## config.mk

```make
export PLATFORM = sky130hd
export DESIGN_NAME = vga_fb_arbiter
export DESIGN_NICKNAME = d
export VERILOG_FILES = /design/src/rtl/vga_fb_arbiter.sv
export SDC_FILE = /design/constraint.sdc
export NUM_CORES = 1
export LEC_CHECK = 0
export BUFFER_PORTS_ARGS = -buffer_cell sky130_fd_sc_hd__buf_2
export CELL_PAD_IN_SITES_DETAIL_PLACEMENT = 0
export CELL_PAD_IN_SITES_GLOBAL_PLACEMENT = 2
export CORE_UTILIZATION = 26
export DETAILED_ROUTE_END_ITERATION = 8
export GPL_TIMING_DRIVEN = 0
export PLACE_DENSITY = 0.81
export SYNTH_ARGS = -nofsm -noshare
export SYNTH_HDL_FRONTEND = slang
export SYNTH_SLANG_ARGS = --single-unit
```

## constraint.sdc

```tcl
create_clock -name clk -period 2.1 [get_ports clk]
set_input_delay 0.21 -clock clk [delete_from_list [all_inputs] [get_ports clk]]
set_output_delay 0.21 -clock clk [all_outputs]
set_load 0.005 [all_outputs]
```

## src/rtl/vga_fb_arbiter.sv

```systemverilog
// Framebuffer RAM arbiter: display reads own the RAM in active video; host writes drain from a one-entry buffer in blanking.
// Optional VGA_FB_SCALE2_EN: 320x240 fetch with pixel/line doubling; output pipeline latency is 1 cycle.
module vga_fb_arbiter #(
  parameter int H_ACT = 640,
  parameter int V_ACT = 480,
  parameter int AW    = 19,
  parameter int DW    = 12
) (
  input  logic          clk,
  input  logic          reset,
  input  logic [9:0]    x,
  input  logic [9:0]    y,
  input  logic          videoon,
  input  logic          hsync_in,
  input  logic          vsync_in,
  input  logic          host_valid,
  output logic          host_ready,
  input  logic [AW-1:0] host_addr,
  input  logic [DW-1:0] host_data,
  output logic          mem_en,
  output logic          mem_we,
  output logic [AW-1:0] mem_addr,
  output logic [DW-1:0] mem_wdata,
  input  logic [DW-1:0] mem_rdata,
  output logic [DW-1:0] pix_data,
  output logic          pix_valid,
  output logic          hsync,
  output logic          vsync,
  output logic          host_pending
);

  typedef enum logic {
    S_EMPTY = 1'b0,
    S_FULL  = 1'b1
  } hold_state_e;

  hold_state_e   state_q, state_d;
  logic [AW-1:0] hold_addr_q, hold_addr_d;
  logic [DW-1:0] hold_data_q, hold_data_d;
  logic [AW-1:0] line_base_q, line_base_d;
  logic          pix_valid_q, hsync_q, vsync_q;

  logic [AW-1:0] fetch_off;
  logic [AW-1:0] line_step;
  logic          line_end;
  logic          frame_blank;

`ifdef VGA_FB_SCALE2_EN
  // Each stored line is shown twice, so the base only moves after odd lines.
  assign fetch_off = AW'(x >> 1);
  assign line_step = AW'(H_ACT / 2);
  assign line_end  = videoon && (x == 10'(H_ACT - 1)) && y[0];
`else
  assign fetch_off = AW'(x);
  assign line_step = AW'(H_ACT);
  assign line_end  = videoon && (x == 10'(H_ACT - 1));
`endif

  assign frame_blank = (y >= 10'(V_ACT));

  always_comb begin
    line_base_d = line_base_q;
    if (frame_blank) begin
      line_base_d = '0;
    end else if (line_end) begin
      line_base_d = line_base_q + line_step;
    end
  end

  // Holding register: a retiring entry blocks acceptance for that cycle.
  always_comb begin
    state_d     = state_q;
    hold_addr_d = hold_addr_q;
    hold_data_d = hold_data_q;
    host_ready  = 1'b0;
    case (state_q)
      S_EMPTY: begin
        host_ready = !reset;
        if (host_valid && !reset) begin
          hold_addr_d = host_addr;
          hold_data_d = host_data;
          state_d     = S_FULL;
        end
      end
      S_FULL: begin
        if (!videoon) begin
          state_d = S_EMPTY;
        end
      end
      default: state_d = S_EMPTY;
    endcase
  end

  always_comb begin
    mem_en    = 1'b0;
    mem_we    = 1'b0;
    mem_addr  = line_base_q + fetch_off;
    mem_wdata = hold_data_q;
    if (reset) begin
      mem_en = 1'b0;
    end else if (videoon) begin
      mem_en = 1'b1;
    end else if (state_q == S_FULL) begin
      mem_en   = 1'b1;
      mem_we   = 1'b1;
      mem_addr = hold_addr_q;
    end
  end

  always_ff @(posedge clk) begin
    if (reset) begin
      state_q     <= S_EMPTY;
      line_base_q <= '0;
      pix_valid_q <= 1'b0;
      hsync_q     <= 1'b1;
      vsync_q     <= 1'b1;
    end else begin
      state_q     <= state_d;
      line_base_q <= line_base_d;
      pix_valid_q <= videoon;
      hsync_q     <= hsync_in;
      vsync_q     <= vsync_in;
    end
  end

  always_ff @(posedge clk) begin
    hold_addr_q <= hold_addr_d;
    hold_data_q <= hold_data_d;
  end

  assign pix_valid    = pix_valid_q;
  assign hsync        = hsync_q;
  assign vsync        = vsync_q;
  assign pix_data     = pix_valid_q ? mem_rdata : '0;
  assign host_pending = (state_q == S_FULL);

endmodule

```

Yosys cells after proc, flatten, opt, wreduce, memory -nomap -nowiden
Index checks and enable logic that the tools add are counted.
{"block": "word_totals", "reg_bits": 54, "out_inout_bits": 50, "wordCells": 30}
{"block": "op_classes", "add_sub_neg": 2, "n_lt_le_gt_ge": 1, "n_eq_ne": 1, "mux": 13, "bitwise_logic": 1, "reduce_logical": 5}
{"operator": "19-bit 2-to-1 mux", "n": 3}
{"operator": "19-bit by 10-bit adder with 19-bit output", "n": 1}
{"operator": "19-bit by 10-bit adder with 19-bit output (second input constant)", "n": 1}
{"operator": "12-bit 2-to-1 mux", "n": 1}
{"operator": "10-bit == test (second input constant)", "n": 1}
{"operator": "10-bit by 9-bit >= comparator with 1-bit output (second input constant)", "n": 1}
{"operator": "1-bit 2-to-1 mux", "n": 8}
{"operator": "1-bit logical AND", "n": 2}
{"operator": "1-bit case mux with 2 select lines", "n": 1}
{"operator": "2-bit AND reduction", "n": 1}
{"operator": "2-bit OR reduction", "n": 1}
{"operator": "1-bit zero test", "n": 1}
{"operator": "1-bit inverter", "n": 1}

Logic depth before layout (Yosys ltp)
{"block": "logic_depth", "word_depth": 4, "depth_mapped": 7, "ltp_nobuf": 7}

Worst setup path after synthesis
Ideal clock, no wire load.
{"block": "synth_path", "path_type": "register to output", "start": "reg line_base_q[7]", "end": "out mem_addr[15]", "arrival_ns": 1.616, "t_required_ns": 1.890, "slack_ns": 0.274, "stages_incl_launch_ff": 8, "path_buffers": 0, "cell_sequence": "dfxtp_1 > ha_1 > inv_1 > fa_1 > nor2b_1 > o211ai_1 > xor2_1 > o21ai_0"}
{"block": "synth_between", "elab_chain_cells": 4}
{"element": "start: declaration", "line": "40", "source": "logic [AW-1:0] line_base_q, line_base_d;"}
{"element": "start signal: assignment", "line": "119", "source": "line_base_q <= line_base_d;"}
{"element": "19-bit by 10-bit adder with 19-bit output *", "line": "97", "source": "mem_addr = line_base_q + fetch_off;"}
{"element": "19-bit 2-to-1 mux", "line": "103", "source": "end else if (state_q == S_FULL) begin"}
{"element": "19-bit 2-to-1 mux", "line": "101", "source": "end else if (videoon) begin"}
{"element": "19-bit 2-to-1 mux *", "line": "99", "source": "if (reset) begin"}
{"element": "end: declaration", "line": "22", "source": "output logic [AW-1:0] mem_addr,"}
Mark *: on every way between the ends. The rest lies on a longest branch, timed or not.

Worst setup path after layout
{"block": "layout_path", "start": "reg line_base_q[7]", "end": "out mem_addr[11]"}
Same word-level chain as after synthesis.

==> metrics <==
outcome=complete, but fails checks; violations in the final reports=negative setup slack; power density cells=597.6 nW/um^2; crit share post-route=1.008; Crit Reg-Reg Startpoint=line_base_q[7]$_SDFFE_PP0P_; via count=roughly 1800; clock sink count=47; Net Sw Frac=0.2147; Clk pin slew, worst setup/hold paths=0.09 ns; Worst Hold Launch=host_addr[16]; Syn-to-layout area delta=43.03%; die footprint=8758 sq um; Routed Antenna Nets=0; Pre-Repair DR Iteration Count=4; peak supply drop=between 300 and 400 uV; clk buf depth=2; Max Fclk=472.3 MHz; Mapped Area=2181 sq um; critical path, cell by cell=ha_4 -> inv_2 -> fa_2 -> nor2b_4 -> o21ai_0 -> xor2_1 -> o21ai_1 -> buf_2; Post-Synth Adder-Cell Area=0.03213; syn avg cell area=11.30 sq um; Fin Hold WS=0.08527 ns; Clock power frac=0.352; initial antenna violation count=0; pin count of the biggest net entering global routing=32; cell family with most CP delay=adder cells; CTS buffer count=5; sequential fraction of the synthesis area=0.5737; combinational family with the most area after synthesis=simple AND/OR/NAND/NOR gates; Final #Nets=roughly 390; CTS root buf=clkbuf_8; Largest stage delay, worst path=0.37 ns; fraction of layout cells with a size suffix above 1=0.4874; CTS tree=yes; Synth Area in XOR/XNOR=0.05221; Final setup viols=2; leakage power=1.267 nW; initial DRC count=53; critical-path cell with the highest stage delay=fa_2; Mapped Cells=193; die width=93.59 microns; startpoint types=flip-flop; Slew Viols, Final=0; Vias/cell=4.369; Rel. slew slack=0.5319; Post-DP HPWL=~4 mm; Final Hold Viols=0; Worst Setup SP=line_base_q[7]$_SDFFE_PP0P_; hold buffers post-CTS=0; simple logic cell fraction of the synthesized area=0.1761; first-pass GRT wire length=7.976 mm; final wirelength=5.258 mm; Slew @ Worst Pin=around 0.70 ns; worst path required time=1.89 ns; post-layout minimum cycle time=roughly 2.1 ns; Hold Crit Class=input port to flip-flop; diode count=0; WP data arrival=around 1.9 ns; YS warnings=0; slack of the critical path=-0.01727 ns; gr ovfl total=0; mux contribution to synthesized area=0.05049; switching power=400.2 uW; port buffer count=113; setup skew after layout=0.005955 ns; peak fanout along the critical path=4; critical path endpoint category=output pin; vias in the first global route=1706; Placed Cells incl. Taps=411; logic gate share of total power=0.097; die height=93.59 microns; drt drc=0; gpl congestion=0.7554; Mapped Nets=267; core area=8175 sq um; worst-skew pair later-pin latency=0.30 ns; complex-gate fraction of the synthesized area=0.09237; # IOs=119; Sequential Power Share=0.550; initial core utilization=0.2668; GRT Util Overall=0.1177; WL per Instance=12.43 microns; Core Rows=33; H-tree depth=2; Synth cell types=34; Synth Register Bits=47; Buf/Inv on CP=2; RSZ-0062 raised after global routing=yes; final cell count without fillers=approximately 420; Internal Pwr Total=1.464 mW; WS Path Type=flip-flop to output pin; MaxCap Viol Count=0
[kinds of logic after synthesis]
logic type | count (synthesis)
AO/OA/AOI/OAI | 37
XOR/XNOR | 13
adder cells (fa/ha/maj) | 5
buffers and inverters | 13
flip-flops | 47
multiplexers | 10
AND/OR/NAND/NOR | 68
[repair_timing]
action	in CTS	in global routing
pin swaps	2	7
endpoints found under the setup margin	18	18
setup buffers	2	3
endpoints found under the hold margin	0	0
gates resized for setup	22	12
[cell usage after synthesis, drive strengths merged]
cell,instances,area share
mux2,8,0.041
or3,7,0.020
and3,1,0.0029
inv,5,0.0086
o21ai,19,0.044
or2,2,0.0057
nor3,1,0.0023
o21bai,1,0.0034
nand3,5,0.011
mux2i,2,0.0092
dfxtp,16,0.15
buf,1,0.0023
nand2,17,0.029
a2111oi,1,0.0040
nand4,2,0.0057
and4,1,0.0040
nor4,1,0.0029
o211ai,2,0.0069
ha,4,0.023
fa,1,0.0092
nor2b,2,0.0057
a211oi,1,0.0034
and2,13,0.037
edfxtp,31,0.43
nor2,10,0.017
nor3b,1,0.0034
a21oi,12,0.028
or4,3,0.010
xor2,4,0.016
clkbuf,7,0.012
o31ai,1,0.0034
nand4b,2,0.018
xnor2,9,0.036
[power groups by stage]
stage	Sequential, mW	Clock (mW)	Combinational, mW
3_3_place_gp	1.05	0	0.174
5_1_grt	1.03	0.701	0.200
2_1_floorplan	1.05	0	0.0591
3_5_place_dp	1.05	0	0.176
6_report	1.03	0.657	0.181
4_1_cts	1.03	0.670	0.182
[state kept, by name, summed over array words and instances (netlist names)]
register      flops
pix_valid         1
line_base_q      12
vsync             1
hold_addr_q      19
hsync             1
host_pending      1
mem_wdata        12
[area by class of cell]
cell class | instances | area [sq um]
fillers | 855 | 5056
flip-flops and latches | 47 | 1259
multi-input cells | 133 | 963.4
repair buffers | 118 | 603.1
well taps | 105 | 131.4
clock buffers | 5 | 68.82
clock inverters | 2 | 37.54
plain buffers | 8 | 37.54
inverters | 5 | 18.77
[placed cells by master (no fill, tap or decap), types with 2 or more instances in the layout]
master	Yosys	final
ha_1	4	2
xnor2_1	9	9
xor2_1	4	4
dfxtp_1	16	12
o21ai_1	0	6
nand4_1	2	2
mux2_2	8	8
buf_4	0	5
a21oi_1	12	11
or3_1	7	7
or4_1	3	3
clkbuf_1	7	4
mux2i_1	2	2
or2_2	2	2
dfxtp_2	0	3
nand2_1	17	17
clkbuf_8	0	5
and2_1	13	12
o211ai_1	2	2
ha_4	0	2
o21ai_0	19	13
clkbuf_2	0	2
buf_2	1	114
nand3_1	5	4
edfxtp_1	31	31
nor2_1	10	10
inv_1	5	4
[path summary, 6_finish.rpt]
kind,end,slack (ns),depth (start not counted)
hold / removal,hold_addr_q[16]$_DFFE_PP_,0.09,1
hold reg to reg,line_base_q[17]$_SDFFE_PP0P_,0.49,2
setup / recovery,mem_addr[11],-0.02,8
setup reg to reg,line_base_q[17]$_SDFFE_PP0P_,0.18,7
[per-layer routing]
| layer | wire (microns) | vias up | GRT usage |
|---|---|---|---|
| met5 | 0 | - | 0 |
| met4 | 42 | 0 | 0.03462 |
| met3 | 408 | 4 | 0.03902 |
| met2 | 2631 | 70 | 0.2102 |
| met1 | 2175 | 835 | 0.1323 |
| li1 | - | 939 | - |
[metrics by stage]
step	setup WS, ns	TNS (ns)	instance area, sq um	power [mW]	util
global route	-0.1299	-0.8568	3119	1.930	0.3815
finish	-0.01727	-0.03420	3119	1.864	0.3815
global placement	-0.06228	-0.1301	2878	1.222	0.3520
CTS	-0.06646	-0.2184	3078	1.881	0.3765
floorplan	0.2741	0	2181	1.109	-
detailed placement	-0.09793	-0.2778	2878	1.225	0.3520
Power figures use the tool's default switching activity.
